File: config.mk
export PLATFORM = sky130hd
export DESIGN_NAME = dmem_arbiter
export DESIGN_NICKNAME = d
export VERILOG_FILES = /design/src/rtl/dmem_arbiter.sv
export SDC_FILE = /design/constraint.sdc
export NUM_CORES = 1
export LEC_CHECK = 0
export ABC_AREA = 1
export ABC_CLOCK_PERIOD_IN_PS = 2100
export CAP_MARGIN = 20
export CELL_PAD_IN_SITES_DETAIL_PLACEMENT = 1
export CELL_PAD_IN_SITES_GLOBAL_PLACEMENT = 1
export CORE_MARGIN = 4
export CORE_UTILIZATION = 32
export DETAILED_ROUTE_END_ITERATION = 6
export PLACE_DENSITY_LB_ADDON = 0.1
export SLEW_MARGIN = 25
export SYNTH_ARGS = -nofsm -noshare
export SYNTH_HDL_FRONTEND = slang
export SYNTH_SLANG_ARGS = --single-unit
File: constraint.sdc
create_clock -name clk -period 2.1 [get_ports clk]
set_clock_uncertainty 0.1 [all_clocks]
set_input_delay 0.525 -clock clk [delete_from_list [all_inputs] [get_ports clk]]
set_output_delay 0.525 -clock clk [all_outputs]
set_load 0.02 [all_outputs]
File: src/rtl/dmem_arbiter.sv
// Round-robin arbiter sharing one word-wide data memory between two requesters,
// with sub-word stores as read-modify-write and RISC-V load extension. Optional byte-enable build: DMEM_ARB_BYTE_WE_EN.
module dmem_arbiter #(
    parameter int DM_ADDRESS = 9,
    parameter int DATA_W     = 32
) (
    input  logic                       clk,
    input  logic                       rst_n,
    input  logic [1:0]                 req_valid,
    output logic [1:0]                 req_ready,
    input  logic [1:0]                 req_we,
    input  logic [1:0][2:0]            req_funct3,
    input  logic [1:0][DM_ADDRESS-1:0] req_addr,
    input  logic [1:0][DATA_W-1:0]     req_wdata,
    output logic [1:0]                 rsp_valid,
    input  logic [1:0]                 rsp_ready,
    output logic [DATA_W-1:0]          rsp_rdata,
    output logic                       rsp_err,
    output logic [DM_ADDRESS-1:0]      mem_addr,
    output logic                       mem_re,
    output logic                       mem_we,
    output logic [DATA_W-1:0]          mem_wdata,
`ifdef DMEM_ARB_BYTE_WE_EN
    output logic [3:0]                 mem_be,
`endif
    input  logic [DATA_W-1:0]          mem_rdata
);

`ifdef DMEM_ARB_BYTE_WE_EN
    localparam bit BYTE_WE = 1'b1;
`else
    localparam bit BYTE_WE = 1'b0;
`endif

    typedef enum logic [2:0] {IDLE, RD, WR, MERGE, RESP} state_t;

    state_t                state_q, state_d;
    logic                  last_q, last_d, gnt_q, gnt_d, we_q, we_d;
    logic                  err_q, err_d, ld_pend_q, ld_pend_d;
    logic [2:0]            f3_q, f3_d;
    logic [DM_ADDRESS-1:0] addr_q, addr_d;
    logic [DATA_W-1:0]     wdata_q, wdata_d, rdata_q, rdata_d;

    logic                  gnt_sel, legal;
    logic [2:0]            sel_f3;
    logic [1:0]            sel_lo;
    logic [DATA_W-1:0]     shifted, load_ext, merged;
    logic [7:0]            byte_s;
    logic [15:0]           half_s;

    assign gnt_sel = (&req_valid) ? ~last_q : req_valid[1];
    assign sel_f3  = req_funct3[gnt_sel];
    assign sel_lo  = req_addr[gnt_sel][1:0];

    always_comb begin
        legal = 1'b0;
        case (sel_f3)
            3'b000:  legal = 1'b1;
            3'b001:  legal = ~sel_lo[0];
            3'b010:  legal = (sel_lo == 2'b00);
            3'b100:  legal = ~req_we[gnt_sel];
            3'b101:  legal = ~req_we[gnt_sel] & ~sel_lo[0];
            default: legal = 1'b0;
        endcase
    end

    // Load extraction and RMW merge both work on the word returned one cycle after RD.
    assign shifted = mem_rdata >> {addr_q[1:0], 3'b000};
    assign byte_s  = shifted[7:0];
    assign half_s  = addr_q[1] ? mem_rdata[31:16] : mem_rdata[15:0];

    always_comb begin
        load_ext = mem_rdata;
        case (f3_q)
            3'b000:  load_ext = {{24{byte_s[7]}}, byte_s};
            3'b001:  load_ext = {{16{half_s[15]}}, half_s};
            3'b100:  load_ext = {24'd0, byte_s};
            3'b101:  load_ext = {16'd0, half_s};
            default: load_ext = mem_rdata;
        endcase
    end

    always_comb begin
        merged = mem_rdata;
        if (f3_q[0]) begin
            if (addr_q[1]) merged[31:16] = wdata_q[15:0];
            else           merged[15:0]  = wdata_q[15:0];
        end else begin
            case (addr_q[1:0])
                2'b00:   merged[7:0]   = wdata_q[7:0];
                2'b01:   merged[15:8]  = wdata_q[7:0];
                2'b10:   merged[23:16] = wdata_q[7:0];
                default: merged[31:24] = wdata_q[7:0];
            endcase
        end
    end

    always_comb begin
        state_d   = state_q;
        last_d    = last_q;
        gnt_d     = gnt_q;
        we_d      = we_q;
        f3_d      = f3_q;
        addr_d    = addr_q;
        wdata_d   = wdata_q;
        err_d     = err_q;
        rdata_d   = rdata_q;
        ld_pend_d = ld_pend_q;
        req_ready = 2'b00;
        case (state_q)
            IDLE: begin
                if (|req_valid) begin
                    req_ready[gnt_sel] = 1'b1;
                    gnt_d     = gnt_sel;
                    last_d    = gnt_sel;
                    we_d      = req_we[gnt_sel];
                    f3_d      = sel_f3;
                    addr_d    = req_addr[gnt_sel];
                    wdata_d   = req_wdata[gnt_sel];
                    err_d     = ~legal;
                    rdata_d   = '0;
                    ld_pend_d = 1'b0;
                    if (!legal)                                    state_d = RESP;
                    else if (!req_we[gnt_sel])                     state_d = RD;
                    else if (sel_f3 == 3'b010 || BYTE_WE)          state_d = WR;
                    else                                           state_d = RD;
                end
            end
            RD: begin
                if (we_q) begin
                    state_d = MERGE;
                end else begin
                    state_d   = RESP;
                    ld_pend_d = 1'b1;
                end
            end
            WR, MERGE: state_d = RESP;
            RESP: begin
                // Freeze the extended load on the first RESP cycle so it stays stable under backpressure.
                if (ld_pend_q) begin
                    rdata_d   = load_ext;
                    ld_pend_d = 1'b0;
                end
                if (rsp_ready[gnt_q]) state_d = IDLE;
            end
            default: state_d = IDLE;
        endcase
    end

    always_ff @(posedge clk or negedge rst_n) begin
        if (!rst_n) begin
            state_q   <= IDLE;
            last_q    <= 1'b1;
            gnt_q     <= 1'b0;
            we_q      <= 1'b0;
            f3_q      <= 3'b000;
            addr_q    <= '0;
            wdata_q   <= '0;
            err_q     <= 1'b0;
            rdata_q   <= '0;
            ld_pend_q <= 1'b0;
        end else begin
            state_q   <= state_d;
            last_q    <= last_d;
            gnt_q     <= gnt_d;
            we_q      <= we_d;
            f3_q      <= f3_d;
            addr_q    <= addr_d;
            wdata_q   <= wdata_d;
            err_q     <= err_d;
            rdata_q   <= rdata_d;
            ld_pend_q <= ld_pend_d;
        end
    end

    assign mem_re    = (state_q == RD);
    assign mem_we    = (state_q == WR) || (state_q == MERGE);
    assign mem_addr  = (mem_re || mem_we) ? {addr_q[DM_ADDRESS-1:2], 2'b00} : '0;
    assign rsp_rdata = (state_q == RESP) ? (ld_pend_q ? load_ext : rdata_q) : '0;
    assign rsp_err   = (state_q == RESP) && err_q;

    always_comb begin
        rsp_valid = 2'b00;
        if (state_q == RESP) rsp_valid[gnt_q] = 1'b1;
    end

    always_comb begin
        mem_wdata = '0;
        if (state_q == MERGE) begin
            mem_wdata = merged;
        end else if (state_q == WR) begin
            case (f3_q)
                3'b000:  mem_wdata = {4{wdata_q[7:0]}};
                3'b001:  mem_wdata = {2{wdata_q[15:0]}};
                default: mem_wdata = wdata_q;
            endcase
        end
    end

`ifdef DMEM_ARB_BYTE_WE_EN
    always_comb begin
        mem_be = 4'b0000;
        if (state_q == WR) begin
            case (f3_q)
                3'b000:  mem_be = 4'b0001 << addr_q[1:0];
                3'b001:  mem_be = 4'b0011 << addr_q[1:0];
                default: mem_be = 4'b1111;
            endcase
        end else if (state_q == MERGE) begin
            mem_be = 4'b1111;
        end
    end
`endif

endmodule

After elaboration in Yosys (flattened, before gate mapping)
Cells that the tools add are included.

Muxes and demuxes: 46. Reductions and logical operators: 20. Shift-type cells: 1. Bitwise operators: 5. Order comparisons: 4. Equality and inequality tests: 16.

Operator list (number): $mux W32 (8); $pmux W32 S2 (2); $pmux W32 S4 (1); $mux W16 (3); $mux W8 (4); $shr A32 B5 Y8 (1); $mux W9 (3); $mux W3 (6); $eq A3 B3 Y1 const B (5); $pmux W3 S4 (1); $mux W2 (5); $eq A3 B1 Y1 const B (3); $eq A3 B2 Y1 const B (3); $logic_not A3 Y1 (3); $mux W1 (9); $reduce_and A2 Y1 (4); $ne A2 B2 Y1 const B (3); $pmux W1 S5 (1); $logic_not A2 Y1 (2); $lt A1 B2 Y1 const B (2); $not A1 Y1 (4); $reduce_or A2 Y1 (2); $logic_and A1 B1 Y1 (3); $pmux W1 S3 (1); other kinds (10) (13).

Bits in registers: 84. Output and inout port bits: 80. Word-level logic and storage cells: 102. Input port bits: 128.

Logic depth before layout (Yosys ltp)
Gate-level depths: netlist of the first run.

Word-level depth: 10. Gate-level depth with buffers: 13. Gate-level depth less buffers: 13.

Worst setup path after synthesis of the first run
OpenSTA, ideal clock, no wires.

Path kind: reg-to-output. From: reg f3_q[0]. To: out mem_wdata[29]. Path slack: -0.204 ns. Required time: 1.475 ns. Arrival time: 1.679 ns. Stages on the path, launching flop included: 9. Path through: dfrtp_1 -> buf_2 -> nor2_1 -> nand2_1 -> nand2_1 -> buf_4 -> buf_2 -> o21ai_0 -> o21ai_0.

Cells in the longest elaborated chain, start to end: 4.

Ends and longest elaborated chain: start, declared (line 40) `logic [2:0] f3_q, f3_d;`; start signal, assigned (line 156) `f3_q <= 3'b000;`; start signal, assigned (line 167) `f3_q <= f3_d;`; $eq A3 B1 Y1 or $logic_not A3 Y1 (tied branches) (line 192) `case (f3_q)`; $pmux W32 S2 (line 192); $mux W32 (line 191) `end else if (state_q == WR) begin`; $mux W32 * (line 189) `if (state_q == MERGE) begin`; end, declared (line 22) `output logic [DATA_W-1:0] mem_wdata,`.

Mark *: on every way between the ends. The rest lies on a longest branch, timed or not.

Worst setup path in the final report of the first run
From: reg addr_q[1]. To: out mem_wdata[31].

Cells in the longest elaborated chain, start to end: 5.

Ends and longest elaborated chain: start, declared (line 41) `logic [DM_ADDRESS-1:0] addr_q, addr_d;`; start signal, assigned (line 168) `addr_q <= addr_d;`; $eq A2 B2 Y1 (tied with other cells) (line 89) `case (addr_q[1:0])`; $reduce_or A3 Y1 (no line); $mux W8 (line 89); $mux W32 * (line 85) `if (f3_q[0]) begin`; $mux W32 * (line 189).

Marks and branches as above.

==> run metrics, run 1 <==
minimum clock period after layout approximately 3100 ps; Routed WL ~45000 µm; Post-synth EDFFs 0; # setup viols final 80; placed instance count between 1500 and 2000; RSZ-0062 raised after global routing true; list of most frequent post-synthesis cells nand2_1, o21ai_0, inv_1, dfrtp_1, nor2_1; top cells by area, synth dfrtp_1, nand2_1, o21ai_0; final setup TNS -46450 ps; # DRC 0; status complete, but fails checks; asr flop ratio synth 100%; FMAX ~320 MHz; Clock Latency Late Sink about 370 ps; top_reg_cell synth dfrtp_1; CTS Buf Count 9; Post-Syn Area around 6400 µm²; Layout area overhead 96.1%; most used routing layer met2; WL/cell 26.4 µm; crit path kind reg2out; crit path capture type primary output; detailed placer's ending HPWL between 20000 and 25000 µm; deepest clock path buffer count 2; Final WS setup -1030 ps; Clk pin slew, worst setup/hold paths 70 ps; post-synthesis cell count slightly above 1000; cell leakage power a little over 6 nW; grt met2 use a little over half; clk sinks 84; maximum vdd drop 0.722 mV; first-pass GRT wire length between 50000 and 60000 µm; Final period util 149%; Rel. slew slack roughly 65%; share of layout cells above drive strength 1 ~44%; Vert. Die Dim approximately 150 µm; crit path DAT around 2500 ps; Critical Path RT 1470 ps; Core Util, Final ~64%; hold slack about 11 ps; area leader, netlist dfrtp_1; hold violation count in the final report 0; overflow left after global routing 0; largest net degree at the start of global routing 54; number of max-cap violations 0; Fillers 2384; Synth Area per Inst ~6.3 µm²; Hold Crit Class in2async; Worst Tran Pin Value approximately 530 ps; initial antenna violation count 1; max-slew violations 0; Synth warnings 0; met3 Track Usage GR roughly 7.5%; GP Congestion 0.884; CP max FO 8; area fraction of the dominant cell type after synthesis 32.3%; register bit count reported by yosys 84; num ports between 200 and 250; IO buf count around 210; Non-Filler Instances between 1500 and 2000; gr usage total roughly 31%; Chip Width about 150 µm; vias in the first global route 9419; Tot Pwr 20.0 mW; DR vias between 10000 and 15000; grt met1 use between 30% and 40%; Unique masters post-synth 35; Initial Utilization about a third; Vias/cell roughly 6; count leader, synth nand2_1; nets@finish 1575; CTS tree done; PwrDens ~1600 nW/µm²; antenna-violating nets left 0; Seq/Total Area, Yosys 32.8%; DRT iter0 DRCs 858; number of H-tree levels 3; Std-Cell Rows slightly above 50; crit path launch type register; DR pass1 iterations 5; die area about 22000 µm²; Root Buffer clkbuf_16; Core Area 19600 µm²; failing checks setup timing
==> cells by family after synthesis <==
family	after synthesis	share of synthesized area, %
flops	84	32.8
simple gates	463	30.3
compound gates	285	24.7
buf+inv	186	12.2
other cells	1	0.0584
==> sequential cells by signal (all words and copies together) (netlist names), 3 cells and up <==
register and count:
addr_q 9, f3_q 3, rdata_q 32, state_q 3
wdata_q 32
==> critical path, stage by stage, from the launching register on <==
cell and delay (ps):
dfrtp_2 470, buf_4 180, clkbuf_16 150, buf_4 120, nand2_4 80, buf_12 160, nand2_1 70, o21ai_0 140
o211ai_1 470, o21ai_2 140, buf_6 160
==> area by class of cell <==
cell class                 count  area [µm²]  area share [%]
timing repair inverter         1        7.51          0.0596
multi-input combinational    751        4630            36.8
tap                          265         332            2.63
sequential                    84        2110            16.8
timing repair buffer         475        4670            37.0
inverter                     125         523            4.15
clock buffer                  10         229            1.82
antenna                        2        5.00          0.0397
clock inverter                 5        85.1           0.676
==> per-layer routing <==
layer,wire [µm],vias up
met1,16400,4921
met4,3350,0
li1,-,4184
met2,21000,727
met3,4570,274
met5,0,-
==> cell usage in the layout, fill, tap and decap left out, types with 9 or more instances in the layout <==
cell type,instances
a21oi_1,30
o211ai_1,18
a21oi_2,11
nand2_4,23
nor2_1,55
nor2_4,21
o22ai_1,16
clkbuf_16,14
nand2_1,250
inv_2,32
o21ai_2,57
clkdlybuf4s50_1,114
o21ai_4,18
inv_1,80
nand3b_1,17
dlygate4sd2_1,9
dfrtp_1,76
o2111ai_2,10
nand3_1,25
o21ai_0,63
o21ai_1,49
nand2_2,56
buf_4,212
buf_6,102
buf_12,18
==> per-stage QoR <==
step           worst slack (ps)  instance area [µm²]
2_1_floorplan             -53.5                 6500
3_3_place_gp              -1270                 9860
3_5_place_dp              -1310                 9860
4_1_cts                    -565                11400
5_1_grt                    -969                12600
6_report                  -1030                12600
==> worst paths after layout <==
kind | from | endpoint | slack [ps] | cells past startpoint
worst max-delay path | addr_q[1] | mem_wdata[31] | -1030 | 10
worst min-delay path | rst_n | rdata_q[4] | 10 | 1
worst max register to register | addr_q[1] | rdata_q[19] | -650 | 17
worst min register to register | last_q | last_q | 390 | 2
max in group asynchronous | rst_n | wdata_q[9] | 1260 | 2
min in group clk | last_q | last_q | 390 | 2
==> report_power, final <==
group          switching, mW  total (mW)  internal (mW)
combinational           8.82        15.1           6.28
clock                  0.813        1.86           1.05
sequential             0.757        3.08           2.32
total                   10.4        20.0           9.64
==> what timing repair did <==
action / in CTS / in global routing
resized for setup: 665 / 262
buffers inserted: 81 / 58
gates cloned: 8 / 8
pin swaps: 48 / 84
endpoints found under the hold margin: 0 / 0
endpoints found under the setup margin: 134 / 126
hold buffers: 0 / 0
(Power assumes the default switching activity.)
==> inputs of run 2 (changes only) <==
- CORE_MARGIN: 4 -> 8
==> run 2 against run 1 <==
Net effect:
- combinational power decreased by 5%
- core utilization decreased by 2.1 points
- via count decreased by 6.5%
- sequential power decreased by 4%
- sequential share of layout area increased by 0.19 points
- critical path depth increased by 3
- highest routed layer unchanged
- die area increased by 11%
- non-clock buffer count decreased by 3
- clock-buffer cell count increased by 2
- register-to-register slack improved by 80 ps
- global-route usage decreased by 2.8 points
- first-iteration DRC count decreased by 37%
- the run still ends with setup timing left
==> run metrics, run 2 (synthesis gave the netlist of run 1 again) <==
status complete, but fails checks; failing checks setup timing; vias in the first global route 9765; clk sinks 84; crit path kind reg2out; deepest clock path buffer count 2; antenna-violating nets left 0; num ports roughly 210; CP max FO 8; CTS tree done; largest net degree at the start of global routing 85; Rel. slew slack 61.9%; Root Buffer clkbuf_16; Chip Width about 160 µm; crit-path cells buf_6 -> buf_6 -> o21ai_4 -> nand2_2 -> o21ai_4 -> nand2_4 -> buf_12 -> o211ai_1 -> nand2_1 -> nand2_1 -> nand2_2 -> inv_2 -> buf_6; cell leakage power ~6.0 nW; Clk pin slew, worst setup/hold paths roughly 70 ps; nets@finish about 1600; first-pass GRT wire length 54400 µm; Clock Latency Late Sink 360 ps; RSZ-0062 raised after global routing true; Std-Cell Rows 52; PwrDens around 1500 nW/µm²; Core Area ~20000 µm²; worst r2r path cells 18; crit path launch type register; placed cell area approximately 10000 µm²; minimum clock period after layout a little under 3000 ps; Final WS setup -844 ps; RR Startpoint addr_q[1]; Final period util 140%; commonest non-fill, non-tap cell in the layout nand2_1; Vias/cell ~5.5; maximum vdd drop approximately 0.59 mV; placed instance count around 1600; WL/cell ~24 µm; biggest registers after layout rdata_q x32, wdata_q x32, addr_q x9; CTS hold repair buffers 0; post-route cell area between 10000 and 15000 µm²; Hold Crit Class in2async; gr usage total between 20 and 30%; most frequent cells in the layout nand2_1, buf_4, buf_6; max-slew violations 0; number of H-tree levels 3; overflow left after global routing 0; Non-Filler Instances approximately 1700; R2R Path End rdata_q[9]; IO buf count between 200 and 250; ant diodes 0; GP Congestion 0.859; crit path DAT roughly 2300 ps; die area 24900 µm²; Critical Path RT between 1000 and 1500 ps; DRT iter0 DRCs about 540; # setup viols final 73; crit path capture type primary output; Vert. Die Dim roughly 160 µm; Worst Tran Pin Value around 570 ps; cell family with most CP delay buffers and inverters; Reg2Reg Setup Slack -570 ps; DR vias around 9400; Worst path slowest cell dfrtp_2; CTS Buf Count 9; most frequent CP cell buf_6; Routed WL 40700 µm; Buf/Inv on CP 5; Layout area overhead 93.6%; Initial Utilization about a third; detailed placer's ending HPWL roughly 24000 µm; initial antenna violation count 0; # DRC 0; slowest cell delay on critical path roughly 440 ps; FMAX ~340 MHz; hold violation count in the final report 0; share of layout cells above drive strength 1 a little over two fifths; number of max-cap violations 0; DR pass1 iterations 5
==> run 2: changes by cell type in the layout (fill, tap and decap cells not counted), sizes merged, moves of 2 or more <==
cell,before,now
clkinv,2,4
clkinvlp,4,2
diode,2,0
dlymetal6s2s,3,1
==> run 2: how the worst max path moves through the flow <==
stage	startpoint	end	slack, ps	cells past startpoint
2_1_floorplan	f3_q[0]	mem_wdata[29]	-50	8
3_3_place_gp	mem_rdata[15]	rsp_rdata[16]	-1240	13
3_5_place_dp	mem_rdata[15]	rsp_rdata[18]	-1280	13
4_1_cts	addr_q[1]	rsp_rdata[9]	-670	13
5_1_grt	addr_q[1]	rsp_rdata[10]	-930	13
6_report	addr_q[1]	rsp_rdata[10]	-840	13
==> run 2: metal layers <==
layer	up-vias	routed length [µm]	GRT usage (%)
met5	-	0	0
met1	4653	15500	32.8
met2	471	20500	50.5
met4	0	1980	9.47
met3	156	2750	6.31
li1	4167	-	-
==> run 2: area by class of cell <==
| type | instances | area, µm² |
|---|---|---|
| clock buffers | 12 | 246 |
| multi-input cells | 751 | 4510 |
| clock inverters | 4 | 48.8 |
| fillers | 2434 | 7550 |
| inverters | 125 | 528 |
| flip-flops and latches | 84 | 2110 |
| repair buffers | 472 | 4650 |
| well taps | 270 | 338 |
==> run 2: what timing repair did <==
action / in CTS / in global routing
cloned: 4 / 3
pin swaps: 72 / 64
endpoints found under the setup margin: 141 / 129
resized for setup: 752 / 170
buffers inserted: 87 / 36
==> run 2: report_power, final <==
group | total, mW | leakage [nW] | internal, mW | switching, mW
registers | 2.96 | 1.06 | 2.32 | 0.645
logic | 14.3 | 4.78 | 6.14 | 8.15
clock network | 1.71 | 0.147 | 0.956 | 0.756
==> run 2: metrics by stage <==
step | hold WS [ps] | setup WS, ps | utilization (%) | setup TNS (ps) | total power, mW
global placement | 355 | -1240 | 50.4 | -95480 | 12.0
detailed placement | 359 | -1280 | 50.4 | -97730 | 12.2
global route | 142 | -934 | 62.2 | -47230 | 19.8
floorplan | 129 | -53.5 | - | -230 | 7.77
CTS | 122 | -666 | 59.5 | -34900 | 16.7
finish | 45.0 | -844 | 62.2 | -42680 | 19.0
==> inputs of run 3 (changes only) <==
- CAP_MARGIN: 20 -> default
- CORE_MARGIN: 8 -> 1.5
==> run 3 against run 2 <==
Net effect:
- the flow finishes with violations (hold timing, setup timing)
- sequential share of layout area up 0.063 points
- core utilization increased by 0.98 points
- sequential power grew 2%
- largest cell class unchanged
- critical path depth down 1
- register-to-register slack worse by 270 ps
- clock power increased by 9.9%
- final area is 0.37% lower
- critical path type unchanged
- largest power group unchanged
- critical endpoint is now rsp_rdata[28]
- global-route usage is 3.1 points higher
==> run metrics, run 3 (synthesis gave the netlist of run 1 again) <==
Reg2Reg Setup Slack -840 ps; minimum clock period after layout slightly above 3000 ps; placed instance count 1580; # setup viols final 84; Routed WL around 42000 µm; CTS tree done; Critical Path RT 1470 ps; hold slack -19.5 ps; initial antenna violation count 0; post-route cell area 12400 µm²; commonest non-fill, non-tap cell in the layout nand2_1; share of layout cells above drive strength 1 42.3%; sequential power share 15.4%; Clock Latency Late Sink ~370 ps; WL/cell between 20 and 25 µm; Placement Setup Slack -1320 ps; RR Startpoint addr_q[1]; # DRC 0; Initial Utilization 32.8%; Root Buffer clkbuf_16; detailed placer's ending HPWL roughly 23000 µm; IO buf count a little over 200; Tot Pwr between 15 and 20 mW; worst r2r path cells 20; CTS hold repair buffers 0; number of max-cap violations 0; Hold Crit Class in2async; Core Area slightly below 20000 µm²; max-slew violations 0; most frequent cells in the layout nand2_1, buf_4, clkdlybuf4s50_1; hold violation count in the final report 15; CTS Buf Count 9; die area between 20000 and 25000 µm²; Clock power frac around a tenth; largest net degree at the start of global routing between 50 and 60; crit path kind reg2out; DRT iter0 DRCs between 700 and 800; R2R Path End rdata_q[28]; RSZ-0062 raised after global routing true; Std-Cell Rows approximately 50; CP endpoint rsp_rdata[28]; Comb pwr share roughly three quarters; Pint a little under 10 mW; Layout area overhead 92.8%; number of H-tree levels 3; Non-Filler Instances 1696; Vert. Die Dim 145 µm; Core Util, Final 63.2%; DR vias just under 10000; Final WS setup -952 ps; num ports between 200 and 250; status complete, but fails checks; overflow left after global routing 0; antenna-violating nets left 0; critical path launch point addr_q[1]; FMAX approximately 330 MHz; Switching Fraction between 50% and 60%; crit path capture type primary output; Final period util 145%; deepest clock path buffer count 2; vias in the first global route around 9000; clk sinks 84; biggest registers after layout rdata_q x32, wdata_q x32, addr_q x9; DR pass1 iterations 5; cell leakage power 5.92 nW; Clk pin slew, worst setup/hold paths 80 ps; ant diodes 0; PwrDens ~1600 nW/µm²; first-pass GRT wire length 49400 µm; maximum vdd drop approximately 0.6 mV; crit path DAT around 2400 ps; gr usage total around a third; placed cell area about 9800 µm²; final setup TNS -52580 ps; failing checks hold timing, setup timing; nets@finish ~1600; Chip Width 145 µm; Net Sw Power 9.87 mW; crit path launch type register; CP max FO 6; Vias/cell between 5 and 6; GP Congestion just over 0.9
==> run 3: how the worst min path moves through the flow <==
stage	to	cells after the start	startpoint
after floorplan	addr_q[0]	0	rst_n
after global placement	last_q	2	last_q
after detailed placement	rdata_q[20]	2	rdata_q[20]
after CTS	rdata_q[4]	1	rst_n
after global routing	rdata_q[21]	1	rst_n
final	rdata_q[21]	1	rst_n
==> run 3: layout make-up <==
class	count	area, µm²
multi-input combinational	750	4510
timing repair buffer	455	4580
sequential	84	2110
tap	265	332
fill	2385	7210
timing repair inverter	1	7.51
clock inverter	7	104
inverter	125	514
clock buffer	9	225
==> run 3: layer usage <==
layer	part of all wire [%]	GRT usage, %
met5	0	0
met3	8.8	6.52
met1	37	38.2
met4	6.7	14.5
met2	48	53.4
==> run 3: critical path, stage by stage (launching register included) <==
cell and delay, ps:
dfrtp_4 520, buf_8 160, buf_6 130, o21ai_4 210
o21ai_4 100, nand2_4 110, nand3_4 150, buf_12 190
nand2_2 60, nand2_1 60, nand3b_1 160, inv_2 60
buf_6 130
==> run 3: power groups by stage <==
stage	clock, mW	combinational, mW	sequential [mW]
2_1_floorplan	0	5.16	2.61
3_3_place_gp	0	8.60	2.86
3_5_place_dp	0	8.80	2.89
4_1_cts	1.86	10.9	2.84
5_1_grt	1.94	15.3	3.04
6_report	1.88	14.7	3.01
==> run 3: repair_timing <==
| item | in CTS | in global routing |
|---|---|---|
| endpoints found under the setup margin | 137 | 129 |
| pin swaps | 39 | 78 |
| buffers inserted | 73 | 42 |
| cloned | 4 | 8 |
| resized for setup | 579 | 322 |
